$ cat src/rtl/retospect_lif_neuron_if.sv
// Signal bundle between the neurochip array fabric and one LIF neuron tile:
// config chain, network clear, clockbox decay strobes, dendrites and observation outputs.
interface retospect_lif_neuron_if #(
  parameter int N_DEND   = 4,
  parameter int POT_BITS = 6,
  parameter int N_DECAY  = 8
);
  logic                config_en;
  logic                bs_in;
  logic                bs_out;
  logic                nn_clear;
  logic [N_DECAY-1:0]  decay_bus;
  logic [N_DEND-1:0]   dendrite;
  logic                axon;
  logic [POT_BITS-1:0] potential;
  logic                refractory;

  modport master (
    output config_en, bs_in, nn_clear, decay_bus, dendrite,
    input  bs_out, axon, potential, refractory
  );

  modport slave (
    input  config_en, bs_in, nn_clear, decay_bus, dendrite,
    output bs_out, axon, potential, refractory
  );
endinterface

$ cat src/rtl/retospect_lif_neuron.sv
// Parametrised leaky integrate-and-fire neuron: serial config chain, signed weights,
// programmable threshold, selectable leak, refractory period and a one-cycle registered spike.
module retospect_lif_neuron #(
  parameter int N_DEND    = 4,
  parameter int W_BITS    = 4,
  parameter int POT_BITS  = 6,
  parameter int REFR_BITS = 3,
  parameter int N_DECAY   = 8
) (
  input logic                    clk,
  input logic                    rst_n,
  retospect_lif_neuron_if.slave  nif
);
  localparam int SEL_BITS = $clog2(N_DECAY);
  localparam int CFG_LEN  = N_DEND*W_BITS + POT_BITS + SEL_BITS + REFR_BITS + 1;
  localparam int SUM_W    = POT_BITS + W_BITS + $clog2(N_DEND) + 1;
  localparam int NXT_W    = SUM_W + 1;
  localparam int THR_LSB  = N_DEND*W_BITS;
  localparam int SEL_LSB  = THR_LSB + POT_BITS;
  localparam int REFR_LSB = SEL_LSB + SEL_BITS;
  localparam int LEAK_BIT = CFG_LEN - 1;
  localparam logic signed [NXT_W-1:0] POT_MAX_W = NXT_W'((1 << POT_BITS) - 1);

  typedef enum logic {
    ST_INTEGRATE = 1'b0,
    ST_REFRACT   = 1'b1
  } state_e;

  state_e                 state_q, state_d;
  logic [CFG_LEN-1:0]     cfg_q, cfg_d;
  logic [POT_BITS-1:0]    pot_q, pot_d;
  logic [REFR_BITS-1:0]   refr_cnt_q, refr_cnt_d;
  logic                   axon_q, axon_d;

  logic [POT_BITS-1:0]    thresh_s;
  logic [SEL_BITS-1:0]    decay_sel_s;
  logic [REFR_BITS-1:0]   refr_s;
  logic                   leak_mode_s;
  logic                   decay_hit_s;
  logic [POT_BITS-1:0]    decayed_s;
  logic [N_DEND-1:0][SUM_W-1:0] term_s;
  logic signed [SUM_W-1:0] sum_s;
  logic signed [NXT_W-1:0] next_wide_s;
  logic [POT_BITS-1:0]    next_pot_s;
  logic                   fire_s;

  assign thresh_s    = cfg_q[THR_LSB +: POT_BITS];
  assign decay_sel_s = cfg_q[SEL_LSB +: SEL_BITS];
  assign refr_s      = cfg_q[REFR_LSB +: REFR_BITS];
  assign leak_mode_s = cfg_q[LEAK_BIT];
  assign decay_hit_s = nif.decay_bus[decay_sel_s];

  // Each active dendrite contributes its sign-extended weight; inactive ones contribute zero.
  for (genvar gi = 0; gi < N_DEND; gi++) begin : g_dend
    logic [W_BITS-1:0] w_s;
    assign w_s        = cfg_q[gi*W_BITS +: W_BITS];
    assign term_s[gi] = nif.dendrite[gi] ? {{(SUM_W-W_BITS){w_s[W_BITS-1]}}, w_s}
                                         : {SUM_W{1'b0}};
  end

  // Adder tree over the dendrite terms, wide enough that no partial sum overflows.
  always_comb begin
    sum_s = {SUM_W{1'b0}};
    for (int i = 0; i < N_DEND; i++) begin
      sum_s = sum_s + $signed(term_s[i]);
    end
  end

  // Leak, integrate and clamp to the unsigned potential range.
  always_comb begin
    decayed_s = pot_q;
    if (!decay_hit_s) begin
      decayed_s = pot_q;
    end else if (leak_mode_s) begin
      decayed_s = (pot_q == {POT_BITS{1'b0}}) ? {POT_BITS{1'b0}} : pot_q - POT_BITS'(1);
    end else begin
      decayed_s = pot_q >> 1;
    end
    next_wide_s = $signed({{(NXT_W-POT_BITS){1'b0}}, decayed_s}) + {sum_s[SUM_W-1], sum_s};
    if (next_wide_s[NXT_W-1]) begin
      next_pot_s = {POT_BITS{1'b0}};
    end else if (next_wide_s > POT_MAX_W) begin
      next_pot_s = {POT_BITS{1'b1}};
    end else begin
      next_pot_s = next_wide_s[POT_BITS-1:0];
    end
    fire_s = (thresh_s != {POT_BITS{1'b0}}) && (next_pot_s >= thresh_s);
  end

  // Next-state logic: clear beats config shift, config shift freezes the neuron.
  always_comb begin
    cfg_d      = cfg_q;
    pot_d      = pot_q;
    refr_cnt_d = refr_cnt_q;
    state_d    = state_q;
    axon_d     = 1'b0;
    if (nif.nn_clear) begin
      pot_d      = {POT_BITS{1'b0}};
      refr_cnt_d = {REFR_BITS{1'b0}};
      state_d    = ST_INTEGRATE;
    end else if (nif.config_en) begin
      cfg_d = {nif.bs_in, cfg_q[CFG_LEN-1:1]};
    end else begin
      case (state_q)
        ST_INTEGRATE: begin
          if (fire_s) begin
            pot_d  = {POT_BITS{1'b0}};
            axon_d = 1'b1;
            if (refr_s != {REFR_BITS{1'b0}}) begin
              refr_cnt_d = refr_s;
              state_d    = ST_REFRACT;
            end else begin
              state_d = ST_INTEGRATE;
            end
          end else begin
            pot_d = next_pot_s;
          end
        end
        ST_REFRACT: begin
          pot_d = {POT_BITS{1'b0}};
          if (refr_cnt_q <= REFR_BITS'(1)) begin
            refr_cnt_d = {REFR_BITS{1'b0}};
            state_d    = ST_INTEGRATE;
          end else begin
            refr_cnt_d = refr_cnt_q - REFR_BITS'(1);
          end
        end
        default: begin
          pot_d      = {POT_BITS{1'b0}};
          refr_cnt_d = {REFR_BITS{1'b0}};
          state_d    = ST_INTEGRATE;
        end
      endcase
    end
  end

  // State register with synchronous active-low reset.
  always_ff @(posedge clk) begin
    if (!rst_n) begin
      state_q    <= ST_INTEGRATE;
      cfg_q      <= {CFG_LEN{1'b0}};
      pot_q      <= {POT_BITS{1'b0}};
      refr_cnt_q <= {REFR_BITS{1'b0}};
      axon_q     <= 1'b0;
    end else begin
      state_q    <= state_d;
      cfg_q      <= cfg_d;
      pot_q      <= pot_d;
      refr_cnt_q <= refr_cnt_d;
      axon_q     <= axon_d;
    end
  end

  assign nif.bs_out     = cfg_q[0];
  assign nif.axon       = axon_q;
  assign nif.potential  = pot_q;
  assign nif.refractory = (state_q == ST_REFRACT);
endmodule

$ cat src/flat_wrapper.sv
// flat-port wrapper written by rule: the top's interface ports become plain ports
module retospect_lif_neuron_flat 
#(
  parameter int N_DEND    = 4,
  parameter int W_BITS    = 4,
  parameter int POT_BITS  = 6,
  parameter int REFR_BITS = 3,
  parameter int N_DECAY   = 8
)
  (clk, rst_n, nif_config_en, nif_bs_in, nif_nn_clear, nif_decay_bus, nif_dendrite, nif_bs_out, nif_axon, nif_potential, nif_refractory);
  retospect_lif_neuron_if #(.N_DEND(N_DEND), .POT_BITS(POT_BITS), .N_DECAY(N_DECAY)) nif_i ();
  input logic clk;
  input logic rst_n;
  input wire logic [$bits(nif_i.config_en)-1:0] nif_config_en;
  input wire logic [$bits(nif_i.bs_in)-1:0] nif_bs_in;
  input wire logic [$bits(nif_i.nn_clear)-1:0] nif_nn_clear;
  input wire logic [$bits(nif_i.decay_bus)-1:0] nif_decay_bus;
  input wire logic [$bits(nif_i.dendrite)-1:0] nif_dendrite;
  output wire logic [$bits(nif_i.bs_out)-1:0] nif_bs_out;
  output wire logic [$bits(nif_i.axon)-1:0] nif_axon;
  output wire logic [$bits(nif_i.potential)-1:0] nif_potential;
  output wire logic [$bits(nif_i.refractory)-1:0] nif_refractory;
  assign nif_i.config_en = nif_config_en;
  assign nif_i.bs_in = nif_bs_in;
  assign nif_i.nn_clear = nif_nn_clear;
  assign nif_i.decay_bus = nif_decay_bus;
  assign nif_i.dendrite = nif_dendrite;
  assign nif_bs_out = nif_i.bs_out;
  assign nif_axon = nif_i.axon;
  assign nif_potential = nif_i.potential;
  assign nif_refractory = nif_i.refractory;
  retospect_lif_neuron #(.N_DEND(N_DEND), .W_BITS(W_BITS), .POT_BITS(POT_BITS), .REFR_BITS(REFR_BITS), .N_DECAY(N_DECAY)) u_core (.clk(clk), .rst_n(rst_n), .nif(nif_i));
endmodule
$ cat config.mk
export PLATFORM = sky130hd
export DESIGN_NAME = retospect_lif_neuron_flat
export DESIGN_NICKNAME = d
export VERILOG_FILES = /design/src/rtl/retospect_lif_neuron_if.sv /design/src/rtl/retospect_lif_neuron.sv /design/src/flat_wrapper.sv
export SDC_FILE = /design/constraint.sdc
export NUM_CORES = 1
export LEC_CHECK = 0
export CORE_ASPECT_RATIO = 1.25
export CORE_MARGIN = 3
export CORE_UTILIZATION = 45
export CTS_BUF_LIST = sky130_fd_sc_hd__clkbuf_8
export DETAILED_ROUTE_END_ITERATION = 8
export PLACE_DENSITY = 0.64
export SLEW_MARGIN = 20
export SYNTH_ARGS = -nofsm -noshare
export SYNTH_HDL_FRONTEND = slang
export SYNTH_SLANG_ARGS = --single-unit
$ cat constraint.sdc
create_clock -name clk -period 7 [get_ports clk]
set_input_delay 2.1 -clock clk [delete_from_list [all_inputs] [get_ports clk]]
set_output_delay 2.1 -clock clk [all_outputs]
set_load 0.01 [all_outputs]
==> metrics <==
fin util=between 50% and 60%; fraction of layout cells with a size suffix above 1=a little under a fifth; n_diodes=0; TritonCTS Buffers=5; pwr dens=between 100 and 150 mW/mm²; cell taking the most area after synthesis=dfxtp_1; area delta synth->final=26.07%; Hold Buf Count CTS=0; Die Y=approximately 96 µm; final hold vios=0; most common cell in the synthesized netlist=nand2_1; drt drc=0; core box area=about 0.0062 mm²; worst path arrival time=6940 ps; cells on worst reg2reg path=24; max cap viols=0; Initial Utilization=a little under half; Ys Warns=0; Seq pwr share=roughly 53%; Worst setup EP type=flip-flop; Placed Cells=490; CTS tree=built; I/O pin count=26; Reg area=about 800 µm²; Routed WL=6620 µm; share of the synthesized area in the top cell type=a little over a quarter; RSZ-0062 raised after global routing=yes; Net Sw Frac=24.29%; vias per cell=about 5.2; cells after synthesis=approximately 360; top cells by count, synth=nand2_1 (83), dfxtp_1 (40), inv_1 (36); fin crit period=a little under 7000 ps; Global Route Usage Sum=a little under a fifth; crit path max fanout=4; critical path class=input pin to flip-flop; Seq/Total Area, Yosys=around 27%; Post-layout nets=~460; net switching power=~100 µW; Critical Path Start Type=input pin; largest net degree at the start of global routing=31; Logic pwr share=9.3%; min-delay worst type=flip-flop to flip-flop; worst slew pin tran=roughly 880 ps; Post-synth EDFFs=0; Synth Register Bits=40; first-pass GRT wire length=around 11,000 µm; DRT Pass-1 Iters=4; # H-tree levels=2; Synth cell types=55; pre-CTS setup slack=-622.7 ps; P_leak=0.001480 µW; Syn Nets=just over 400; # rows=32; skew final=5.733 ps; Setup TNS Final=0 ps; DP HPWL=roughly 5000 µm; Mapped Area=approximately 0.0029 mm²; Peak VDD IR=roughly 120 µV; Worst slew margin=around 41%; main area contributors after synthesis=dfxtp_1 (27%), nand2_1 (11%), ha_1 (9.4%); worst setup margin=256.1 ps; fin crit share=around 96%; Final GP Congestion=approximately 0.84; PortBufs=25; Die ar.=approximately 0.0075 mm²; max-slew violations=0; Clock transition at path regs=~80 ps; via count=between 2k and 3k; outcome=finished clean; Final ANT Viol Nets=0; clock sinks=40; antenna violations before repair=0; vias in the first global route=2,463; Iteration-0 DRC Markers=79; clock buffer depth=2; Hold Path Depth=2; Final setup viols=0; drt wl/cell=about 13 µm; GRT overflow=0; Worst-Skew Late Latency=290 ps; dominant synthesized flop cell=dfxtp_1; # fillers=between 500 and 600; Internal Pwr Total=roughly 330 µW; Horiz. Die Dim=78.15 µm; CTS Root Buffer Type=clkbuf_8; Avg Cell Area, Syn=roughly 8.1 µm²; Async SR Flop Fraction=0%; area of the multi-input gates=0.002077 mm²; Clock Power Share=a little under two fifths; Worst Path Required=7200 ps; post-route insts no fill=500; Peak Freq=148.3 MHz
==> worst max-delay path, stage by stage <==
cell and delay, ps:
buf_6 90, and2_4 130, fa_1 530, inv_1 50
fa_1 430, inv_1 70, ha_2 180, inv_2 40
fa_2 330, nor2b_1 120, o21ai_1 80, nand2b_1 90
fa_1 450, ha_4 320, nand2_4 60, nor3_2 100
nand4_1 140, o211a_1 270, a21boi_1 160, ha_1 290
a2111oi_4 360, o21ai_2 150, nand3_2 120, a211oi_2 50
a311oi_1 250
==> power groups by stage <==
stage	combinational, µW	clock [µW]	sequential (µW)
floorplan	21.1	0	234
global placement	37.2	0	234
detailed placement	38.0	0	234
CTS	39.7	166	229
global route	43.6	176	229
finish	39.8	161	229
==> kinds of logic (layout without fill, tap and decap cells) <==
| kind of cell | Yosys count | count (layout) | synth area share [%] |
|---|---|---|---|
| AOI/OAI and AO/OA | 100 | 100 | 24.57 |
| DFF | 40 | 40 | 27.35 |
| xor gates and xnor gates | 6 | 6 | 1.795 |
| and+or+nand+nor | 133 | 133 | 20.51 |
| adders and majority gates | 33 | 33 | 16.92 |
| muxes | 3 | 3 | 2.265 |
| buffers and inverters | 48 | 100 | 6.581 |
==> flip-flops by register name, indices dropped and copies added (netlist names) <==
name                   count
u_core.nif.potential       6
u_core.refr_cnt_q          3
u_core.nif.refractory      1
u_core.cfg_q              29
u_core.nif.axon            1
==> final timing paths <==
check | from | to | slack (ps)
max | nif_dendrite[1] | u_core.refr_cnt_q[2] | 260
min | u_core.cfg_q[12] | u_core.cfg_q[11] | 480
max reg2reg | u_core.cfg_q[5] | u_core.refr_cnt_q[2] | 1800
min reg2reg | u_core.cfg_q[12] | u_core.cfg_q[11] | 480
==> per-layer routing <==
| layer | GRT usage [%] | vias up | wire length, µm |
|---|---|---|---|
| li1 | - | 1341 | - |
| met1 | 23.13 | 1213 | 3102 |
| met2 | 31.71 | 32 | 3228 |
| met3 | 3.090 | 14 | 136 |
| met4 | 6.706 | 0 | 153 |
| met5 | 0 | - | 0 |
==> layout make-up <==
type,count,area share [%]
multi-input cells,275,56.27
clock inverters,2,0.3051
well taps,85,2.881
clock buffers,6,2.237
flip-flops and latches,40,21.69
repair buffers,55,12.85
inverters,37,3.763
==> layout by cell type (no fill, tap or decap), types with 4 or more instances in the layout <==
master / Yosys / final
nand2_1: 83 / 82
dfxtp_1: 40 / 40
inv_1: 36 / 35
a21boi_0: 31 / 29
buf_4: 0 / 28
clkdlybuf4s50_1: 0 / 22
ha_1: 22 / 19
a21oi_1: 14 / 14
nor2_1: 12 / 11
o21ai_0: 15 / 10
fa_1: 11 / 10
and2_4: 0 / 6
clkbuf_8: 0 / 6
xnor2_1: 5 / 5
nor3_1: 5 / 4
o21a_1: 4 / 4
o21ai_1: 1 / 4
nand2b_1: 6 / 4
==> metrics by stage <==
| stage | area, µm² | hold slack [ps] | power [µW] |
|---|---|---|---|
| 5_1_grt | 3691 | 505.1 | 449.2 |
| 2_1_floorplan | 2945 | 449.7 | 255.2 |
| 6_report | 3691 | 483.1 | 430.0 |
| 4_1_cts | 3655 | 487.1 | 435.1 |
| 3_5_place_dp | 3466 | 474.1 | 272.4 |
| 3_3_place_gp | 3461 | 463.1 | 271.7 |
==> repair_timing <==
| action | 4_1_cts | 5_1_grt |
|---|---|---|
| gates resized for setup | 28 | 11 |
| pin swaps | 27 | 23 |
| setup endpoints to repair | 11 | 11 |
| buffers inserted | 1 | 1 |
(Power assumes the default switching activity.)
